===== src/rtl/dmem_arbiter.sv =====
// Data-memory arbiter: CPU MEM stage vs host/debug port, one multi-cycle access at a time.
// Optional ARB_PERF_EN adds CPU grant and stall-cycle performance counters.
module dmem_arbiter #(
  parameter int unsigned ADDR_W       = 10,
  parameter int unsigned MEM_LAT      = 2,
  parameter int unsigned STARVE_LIMIT = 4
) (
  input  logic              clk,
  input  logic              reset,
  input  logic              cpu_req,
  input  logic              cpu_we,
  input  logic [31:0]       cpu_addr,
  input  logic [31:0]       cpu_wdata,
  output logic [31:0]       cpu_rdata,
  output logic              cpu_done,
  output logic              cpu_stall,
  input  logic              dbg_req,
  input  logic              dbg_we,
  input  logic [31:0]       dbg_addr,
  input  logic [31:0]       dbg_wdata,
  output logic [31:0]       dbg_rdata,
  output logic              dbg_done,
  output logic              mem_en,
  output logic              mem_we,
  output logic [ADDR_W-1:0] mem_addr,
  output logic [31:0]       mem_wdata,
  input  logic [31:0]       mem_rdata
`ifdef ARB_PERF_EN
  ,
  output logic [31:0]       perf_cpu_grants,
  output logic [31:0]       perf_stall_cycles
`endif
);

  localparam int unsigned SW = (STARVE_LIMIT < 1) ? 1 : $clog2(STARVE_LIMIT + 1);
  localparam logic [SW-1:0] StarveMax = SW'(STARVE_LIMIT);
  localparam logic [3:0] LatLast = 4'(MEM_LAT - 1);

  typedef enum logic [1:0] {StIdle, StAccess, StDone} state_e;
  typedef enum logic {OwnCpu, OwnDbg} owner_e;

  state_e            state_q, state_d;
  owner_e            owner_q, owner_d;
  logic              we_q, we_d;
  logic [ADDR_W-1:0] addr_q, addr_d;
  logic [31:0]       wdata_q, wdata_d;
  logic [3:0]        lat_q, lat_d;
  logic [SW-1:0]     starve_q, starve_d;
  logic [31:0]       cpu_rdata_q, cpu_rdata_d;
  logic [31:0]       dbg_rdata_q, dbg_rdata_d;

  logic grant_cpu, grant_dbg, lat_last;
  logic cpu_done_c, dbg_done_c;

  // Only the word-address bits reach memory.
  logic unused_addr_bits;
  assign unused_addr_bits = ^{cpu_addr[31:ADDR_W+2], cpu_addr[1:0],
                              dbg_addr[31:ADDR_W+2], dbg_addr[1:0]};

  // Debug jumps the queue only once the CPU has taken STARVE_LIMIT grants in front of it.
  always_comb begin
    grant_dbg = 1'b0;
    grant_cpu = 1'b0;
    if (state_q == StIdle) begin
      grant_dbg = dbg_req & (~cpu_req | (starve_q == StarveMax));
      grant_cpu = cpu_req & ~grant_dbg;
    end
  end

  assign lat_last = (state_q == StAccess) && (lat_q == LatLast);

  // State register
  always_ff @(posedge clk or posedge reset) begin
    if (reset) begin
      state_q <= StIdle;
    end else begin
      state_q <= state_d;
    end
  end

  // Next-state logic
  always_comb begin
    state_d = state_q;
    unique case (state_q)
      StIdle:   if (cpu_req || dbg_req) state_d = StAccess;
      StAccess: if (lat_last) state_d = StDone;
      StDone:   state_d = StIdle;
      default:  state_d = StIdle;
    endcase
  end

  // Output logic
  always_comb begin
    mem_en     = (state_q == StAccess) && (lat_q == 4'd0);
    mem_we     = mem_en & we_q;
    mem_addr   = addr_q;
    mem_wdata  = wdata_q;
    cpu_done_c = (state_q == StDone) && (owner_q == OwnCpu);
    dbg_done_c = (state_q == StDone) && (owner_q == OwnDbg);
    cpu_done   = cpu_done_c;
    dbg_done   = dbg_done_c;
    cpu_stall  = cpu_req & ~cpu_done_c;
    cpu_rdata  = cpu_rdata_q;
    dbg_rdata  = dbg_rdata_q;
  end

  // Datapath next-state: request latch, latency and starvation counters, read capture
  always_comb begin
    owner_d     = owner_q;
    we_d        = we_q;
    addr_d      = addr_q;
    wdata_d     = wdata_q;
    starve_d    = starve_q;
    lat_d       = 4'd0;
    cpu_rdata_d = cpu_rdata_q;
    dbg_rdata_d = dbg_rdata_q;

    if (grant_dbg) begin
      owner_d  = OwnDbg;
      we_d     = dbg_we;
      addr_d   = dbg_addr[ADDR_W+1:2];
      wdata_d  = dbg_wdata;
      starve_d = '0;
    end else if (grant_cpu) begin
      owner_d = OwnCpu;
      we_d    = cpu_we;
      addr_d  = cpu_addr[ADDR_W+1:2];
      wdata_d = cpu_wdata;
      if (dbg_req && (starve_q != StarveMax)) starve_d = starve_q + SW'(1);
    end

    if (state_q == StAccess) lat_d = lat_last ? 4'd0 : lat_q + 4'd1;

    if (lat_last && !we_q) begin
      if (owner_q == OwnCpu) cpu_rdata_d = mem_rdata;
      else                   dbg_rdata_d = mem_rdata;
    end
  end

  always_ff @(posedge clk or posedge reset) begin
    if (reset) begin
      owner_q     <= OwnCpu;
      we_q        <= 1'b0;
      addr_q      <= '0;
      wdata_q     <= '0;
      lat_q       <= 4'd0;
      starve_q    <= '0;
      cpu_rdata_q <= '0;
      dbg_rdata_q <= '0;
    end else begin
      owner_q     <= owner_d;
      we_q        <= we_d;
      addr_q      <= addr_d;
      wdata_q     <= wdata_d;
      lat_q       <= lat_d;
      starve_q    <= starve_d;
      cpu_rdata_q <= cpu_rdata_d;
      dbg_rdata_q <= dbg_rdata_d;
    end
  end

`ifdef ARB_PERF_EN
  logic [31:0] perf_grants_q, perf_stall_q;

  always_ff @(posedge clk or posedge reset) begin
    if (reset) begin
      perf_grants_q <= '0;
      perf_stall_q  <= '0;
    end else begin
      if (grant_cpu) perf_grants_q <= perf_grants_q + 32'd1;
      if (cpu_stall) perf_stall_q  <= perf_stall_q + 32'd1;
    end
  end

  assign perf_cpu_grants   = perf_grants_q;
  assign perf_stall_cycles = perf_stall_q;
`endif

endmodule


===== config.mk =====
export PLATFORM = sky130hd
export DESIGN_NAME = dmem_arbiter
export DESIGN_NICKNAME = d
export VERILOG_FILES = /design/src/rtl/dmem_arbiter.sv
export SDC_FILE = /design/constraint.sdc
export NUM_CORES = 1
export LEC_CHECK = 0
export ABC_AREA = 1
export CAP_MARGIN = 20
export CORE_ASPECT_RATIO = 1.2
export CORE_MARGIN = 2
export CORE_UTILIZATION = 39
export DETAILED_ROUTE_END_ITERATION = 6
export GPL_TIMING_DRIVEN = 0
export PLACE_DENSITY = 0.78
export SLEW_MARGIN = 15
export SYNTH_ARGS = -nofsm -noshare
export SYNTH_HDL_FRONTEND = slang
export SYNTH_SLANG_ARGS = --single-unit
export TNS_END_PERCENT = 5

===== constraint.sdc =====
create_clock -name clk -period 10.6 [get_ports clk]
set_clock_uncertainty 0.1 [all_clocks]
set_input_delay 1.06 -clock clk [delete_from_list [all_inputs] [get_ports clk]]
set_output_delay 1.06 -clock clk [all_outputs]
set_load 0.01 [all_outputs]

==> out/results.tsv, run 1 <==
metric	value	unit
syn_area_per_cell	7.90	µm²
maxSlewHeadroom	65.5	%
seqPwrFrac	30.8	%
grt_setup_unrepaired	false	
ys_types	24	
cp_max_fo	3	
cts_sinks	117	
clockBufferDepth	2	
max_slew.worst_pin.slew	0.517	ns
powerDensity	293	nW/µm²
pin_count	277	
dr.first_iter.drc_count	487	
place_congestion	0.834	
combPwrFrac	47.2	%
grt_pass1_vias	5545	
ant_nets	0	
synth_area_leaders	dfrtp_1 52%, nand2_1 18%, nand4_1 12%, inv_1 6.3%, nand3_1 4.3%	
routed_via_density	4.99	
clockRootBuffer	clkbuf_16	
core_area	14300	µm²
setup_viol	0	
r2r_cells	8	
min_period_over_period	33.5	%
maxSlewViolCount	0	
synth_top_area_share	51.6	%
path_class	input pin to primary output	
worstPathRequired	9.44	ns
grt_antenna_before_repair	0	
routed_wl	16900	µm
syn_to_final_growth	55.5	%
fin_util	61.8	%
post_cts_buffers	0	
finalSetupTns	0	ns
yosysTopAreaCell	dfrtp_1	
nFillCells	1262	
worstHoldStart	cpu_rdata[6]	
cts_hold_buf	0	
clockPowerShare	22.0	%
final_common_cell	nand2_1	
worst_slack	7.05	ns
r2r_setup_slack	8.70	ns
yosysSeqAreaShare	51.6	%
fin_area	8830	µm²
r2r_end	mem_addr[0]	
routedWlPerCell	14.6	µm
layout.nets	1141	
num_rows	48	
hold_depth	2	
netlist_area	5680	µm²
grt_usage	21.9	%
cts_buffers	17	
vias	5780	
clkSlewWorstSetupHoldPaths	0.05	ns
sw_frac_of_total	38.0	%
insertion_delay	0.40	ns
die_h	136	µm
maxCapViolCount	0	
hold_viol_final	0	
die_w	114	µm
crit_path_end_kind	primary output	
cts_tree	yes	
ctsHtreeMaxLevel	4	
drc_errors	0	
startpoint_type	input pin	
layout.cells.non_filler	1158	
yosys_warnings	0	
syn-num-nets	890	
max_freq	281	MHz
grt_overflow	0	
synthCells	719	
finalCriticalPeriod	3.55	ns
die_area	15500	µm²
hpwl	12600	µm
status	completed	
min_to	cpu_rdata[6]	
holdCritPathClass	flop to flop	
dp_cells	1126	
yosys_register_bits	117	
grt_pass1_wl	27100	µm
r2r-start	starve_q[0]	
dr.pass1.iters	4	
grt_max_degree	79	
switchingPower	985	µW
dpl_cell_area	8240	µm²
drive_gt1_share	6.61	%
cts_resized	0	
final_cell_mix	266 x nand2_1, 231 x clkdlybuf4s50_1, 117 x dfrtp_1	
antenna_cells	0	
p_leak	0.00446	µW
arrival	2.39	ns
peakVddDrop	121	µV
cell_internal_pwr	1610	µW
portBuffers	231	
initial_core_util	39.7	%
place_worst_setup_slack	7.04	ns
==> worst max-delay path, stage by stage <==
cell and delay, ns:
clkdlybuf4s50_1 0.59, o21ai_0 0.12, inv_1 0.06, clkdlybuf4s50_1 0.56
==> area by class of cell <==
| class | instances | area [µm²] | share of cell area, % |
|---|---|---|---|
| buffer | 53 | 255 | 2.89 |
| clock buffer | 18 | 439 | 4.97 |
| clock inverter | 14 | 151 | 1.71 |
| inverter | 101 | 384 | 4.35 |
| multi-input combinational | 448 | 2120 | 24.0 |
| sequential | 117 | 2930 | 33.1 |
| tap | 175 | 219 | 2.48 |
| timing repair buffer | 232 | 2340 | 26.5 |
==> per-stage QoR <==
| stage | power (µW) | hold slack, ns |
|---|---|---|
| after floorplan | 1380 | 0.369 |
| after global placement | 2000 | 0.352 |
| after detailed placement | 2030 | 0.357 |
| after CTS | 2610 | 0.371 |
| after global routing | 2770 | 0.386 |
| final | 2590 | 0.369 |
==> Yosys cell counts <==
master,count
nand2_1,266
dfrtp_1,117
nand4_1,107
inv_1,96
nand3_1,49
clkbuf_1,27
buf_2,12
buf_4,9
nor2_1,7
ha_1,5
inv_2,5
buf_1,4
nor2_4,2
o21ai_1,2
xor2_1,2
buf_6,1
nand3_2,1
nor3_1,1
nor4_1,1
o211ai_1,1
o21ai_0,1
o21ai_4,1
or2_1,1
xnor2_1,1
==> worst max path at each step <==
stage | start | endpoint | slack [ns] | depth (start not counted)
after global placement | reset | dbg_rdata[22] | 4.59 | 2
after floorplan | reset | cpu_rdata[0] | 6.34 | 1
after detailed placement | cpu_req | cpu_stall | 7.04 | 4
final | cpu_req | cpu_stall | 7.05 | 4
after CTS | cpu_req | cpu_stall | 7.04 | 4
after global routing | cpu_req | cpu_stall | 6.95 | 4
==> layer usage <==
metal,part of all wire (%),vias to the layer above,track usage (%)
met2,49,236,36.9
met4,1.9,0,7.38
li1,-,2820,-
met1,42,2704,27.0
met3,7.7,20,6.06
met5,0,-,0
==> power groups by stage <==
stage / Clock (µW) / Sequential, µW / Combinational (µW)
3_5_place_dp: 0 / 800 / 1230
3_3_place_gp: 0 / 798 / 1210
5_1_grt: 600 / 825 / 1340
2_1_floorplan: 0 / 886 / 499
6_report: 571 / 797 / 1220
4_1_cts: 578 / 798 / 1230
==> cell families after synthesis <==
| kind of cell | Yosys count | share of synthesized area [%] |
|---|---|---|
| flops | 117 | 51.6 |
| simple gates | 435 | 35.0 |
| compound gates | 5 | 0.683 |
| fa+ha+maj | 5 | 1.10 |
| buf+inv | 154 | 11.2 |
| xor+xnor | 3 | 0.463 |
==> sequential cells by signal, summed over array words and instances, names as in the netlist <==
signal / cells
cpu_rdata: 32
owner_q: 1
lat_q: 4
we_q: 1
dbg_rdata: 32
mem_addr: 10
mem_wdata: 32
state_q: 2
starve_q: 3
Power figures use the tool's default switching activity.
==> run 2, diff against run 1 <==
--- a/config.mk
+++ b/config.mk
@@ -9,10 +9,10 @@
 export CAP_MARGIN = 20
 export CORE_ASPECT_RATIO = 1.2
 export CORE_MARGIN = 2
-export CORE_UTILIZATION = 39
+export CORE_UTILIZATION = 37
 export DETAILED_ROUTE_END_ITERATION = 6
 export GPL_TIMING_DRIVEN = 0
-export PLACE_DENSITY = 0.78
+export PLACE_DENSITY = 0.77
 export SLEW_MARGIN = 15
 export SYNTH_ARGS = -nofsm -noshare
 export SYNTH_HDL_FRONTEND = slang
==> constraint.sdc (replaced) <==
create_clock -name clk -period 3.1 [get_ports clk]
set_clock_uncertainty 0.1 [all_clocks]
set_input_delay 0.31 -clock clk [delete_from_list [all_inputs] [get_ports clk]]
set_output_delay 0.31 -clock clk [all_outputs]
set_load 0.01 [all_outputs]
==> out/results.tsv, run 2 (synthesized netlist as in run 1, its figures left out) <==
metric	value	unit	change
r2r_setup_slack	1.17	ns	was 8.70 ns
cpPeakStageDelay	0.58	ns	was 0.59 ns
clockRootBuffer	clkbuf_16		unchanged
fin_area	8950	µm²	was 8830 µm²
startpoint_type	flop		was input pin
cts_resized	0		unchanged
place_worst_setup_slack	0.855	ns	was 7.04 ns
cp.buffers_inverters	4		was 3
worstPathRequired	2.69	ns	was 9.44 ns
fin_util	59.6	%	was 61.8%
nFillCells	1331		was 1262
setup_viol	0		unchanged
critical-path-top-delay-family	buffers and inverters		unchanged
layout.nets	1144		was 1141
powerDensity	1010	nW/µm²	was 293 nW/µm²
ant_nets	0		unchanged
min_period_over_period	85.6	%	
die_w	117	µm	was 114 µm
insertion_delay	0.40	ns	about the same
grt_antenna_before_repair	0		unchanged
crit_path_cell_trace	clkbuf_1 -> inv_2 -> clkbuf_1 -> nor2_1 -> clkdlybuf4s50_1		was clkdlybuf4s50_1 -> o21ai_0 -> inv_1 -> clkdlybuf4s50_1
dr.pass1.iters	5		was 4
p_leak	0.00450	µW	was 0.00446 µW
holdCritPathClass	input pin to async pin		was flop to flop
hold_viol_final	0		unchanged
drc_errors	0		unchanged
grt_max_degree	36		was 79
post_cts_buffers	0		unchanged
routed_via_density	4.83		was 4.99
maxSlewHeadroom	64.2	%	was 65.5%
portBuffers	231		unchanged
routed_wl	17500	µm	was 16900 µm
crit_path_frequent_cell	clkbuf_1		was clkdlybuf4s50_1
cts_sinks	117		unchanged
cell_internal_pwr	5580	µW	was 1610 µW
ctsHtreeMaxLevel	4		unchanged
max_freq	377	MHz	
pin_count	277		unchanged
cp_max_fo	10		was 3
r2r_end	mem_wdata[23]		was mem_addr[0]
startpoint	owner_q		was cpu_req
clockPowerShare	22.9	%	was 22.0%
final_cell_mix	266 x nand2_1, 231 x clkdlybuf4s50_1, 117 x dfrtp_1		unchanged
grt_overflow	0		unchanged
crit_path_end_kind	primary output		unchanged
dr.first_iter.drc_count	419		was 487
clockBufferDepth	2		unchanged
crit_slowest_cell	clkdlybuf4s50_1		unchanged
antenna_cells	0		unchanged
maxCapViolCount	0		unchanged
max_slew.worst_pin.slew	0.536	ns	was 0.517 ns
dpl_cell_area	8330	µm²	was 8240 µm²
final_common_cell	nand2_1		unchanged
multiInputGateArea	2120	µm²	unchanged
cts_buffers	17		unchanged
r2r-start	starve_q[0]		unchanged
num_rows	49		was 48
cts_tree	yes		unchanged
maxSlewViolCount	0		unchanged
grt_pass1_wl	28100	µm	was 27100 µm
die_h	140	µm	was 136 µm
finalCriticalPeriod	2.65	ns	
drive_gt1_share	6.90	%	was 6.61%
hpwl	13200	µm	was 12600 µm
routedWlPerCell	14.7	µm	was 14.6 µm
switchingPower	3440	µW	was 985 µW
status	completed		unchanged
initial_core_util	37.8	%	was 39.7%
place_congestion	0.823		was 0.834
vias	5753		was 5780
sw_frac_of_total	38.2	%	was 38.0%
path_class	flop to primary output		was input pin to primary output
cts_hold_buf	0		unchanged
worst_slack	0.447	ns	was 7.05 ns
seqPwrFrac	30.5	%	was 30.8%
die_area	16400	µm²	was 15500 µm²
core_area	15000	µm²	was 14300 µm²
crit_path_end	dbg_done		was cpu_stall
clkSlewWorstSetupHoldPaths	0.06	ns	was 0.05 ns
ff_latch_area	2930	µm²	unchanged
cp.depth	5		was 4
r2r_cells	9		was 8
combPwrFrac	46.6	%	was 47.2%
peakVddDrop	407	µV	was 121 µV
syn_to_final_growth	57.6	%	was 55.5%
grt_pass1_vias	5792		was 5545
finalSetupTns	0	ns	unchanged
grt_setup_unrepaired	false		unchanged
arrival	2.24	ns	was 2.39 ns
grt_usage	21.6	%	was 21.9%
run 2: changes by cell type in the layout (fill, tap and decap cells not counted):
cell	previous run	this run
bufinv_16	2	3
clkbuf_8	1	0
clkinv_2	3	1
buf_16	1	0
buf_12	0	4
inv_8	0	2
run 2: worst min-delay path by stage:
| stage | from | to | slack [ns] |
|---|---|---|---|
| floorplan | mem_rdata[28] | cpu_rdata[28] | 0.36 |
| global placement | dbg_rdata[1] | dbg_rdata[1] | 0.35 |
| detailed placement | cpu_rdata[1] | cpu_rdata[1] | 0.36 |
| CTS | reset | mem_wdata[0] | 0.11 |
| global route | reset | mem_wdata[2] | 0.13 |
| finish | reset | mem_wdata[3] | 0.11 |
run 2: through the flow:
step | power, µW | cells | hold slack (ns)
2_1_floorplan | 4740 | 719 | 0.359
6_report | 9020 | 1190 | 0.114
3_5_place_dp | 6990 | 1158 | 0.357
4_1_cts | 9090 | 1190 | 0.110
3_3_place_gp | 6860 | 1154 | 0.353
5_1_grt | 9640 | 1190 | 0.128
run 2: final cells by class:
type                    count  share of cell area [%]
clock inverters            15                    2.18
plain buffers              53                    2.85
well taps                 204                    2.85
flip-flops and latches    117                    32.7
repair buffers            235                    26.7
inverters                 101                    4.28
clock buffers              17                    4.75
multi-input cells         448                    23.7
run 2: routing by layer:
metal | vias up | share of wire [%] | track usage [%]
li1 | 2817 | - | -
met1 | 2669 | 41 | 25.9
met2 | 245 | 50 | 37.0
met3 | 22 | 8.0 | 6.40
met4 | 0 | 1.5 | 6.69
met5 | - | 0 | 0
run 2: worst register-to-register path, stage by stage, from the launching register on:
cell and delay (ns):
dfrtp_1 0.36, inv_1 0.07, ha_1 0.20, nand2_1 0.05, nand2_1 0.22, nand3_2 0.14, clkbuf_1 0.43, nand2_1 0.11
nand3_1 0.09, nand2_1 0.05
run 2: power by group through the flow:
stage / Clock [µW] / Combinational, µW / Sequential, µW
after floorplan: 0 / 1710 / 3030
after global placement: 0 / 4130 / 2740
after detailed placement: 0 / 4230 / 2760
after CTS: 2100 / 4240 / 2750
after global routing: 2170 / 4640 / 2840
final: 2070 / 4210 / 2750
==> run 3, diff against run 2 <==
--- a/config.mk
+++ b/config.mk
@@ -10,6 +10,7 @@
 export CORE_ASPECT_RATIO = 1.2
 export CORE_MARGIN = 2
 export CORE_UTILIZATION = 37
+export CTS_CLUSTER_DIAMETER = 30
 export DETAILED_ROUTE_END_ITERATION = 6
 export GPL_TIMING_DRIVEN = 0
 export PLACE_DENSITY = 0.77
==> results of run 3 <==
The final DEF is identical to that of run 2; final timing and power are the same.
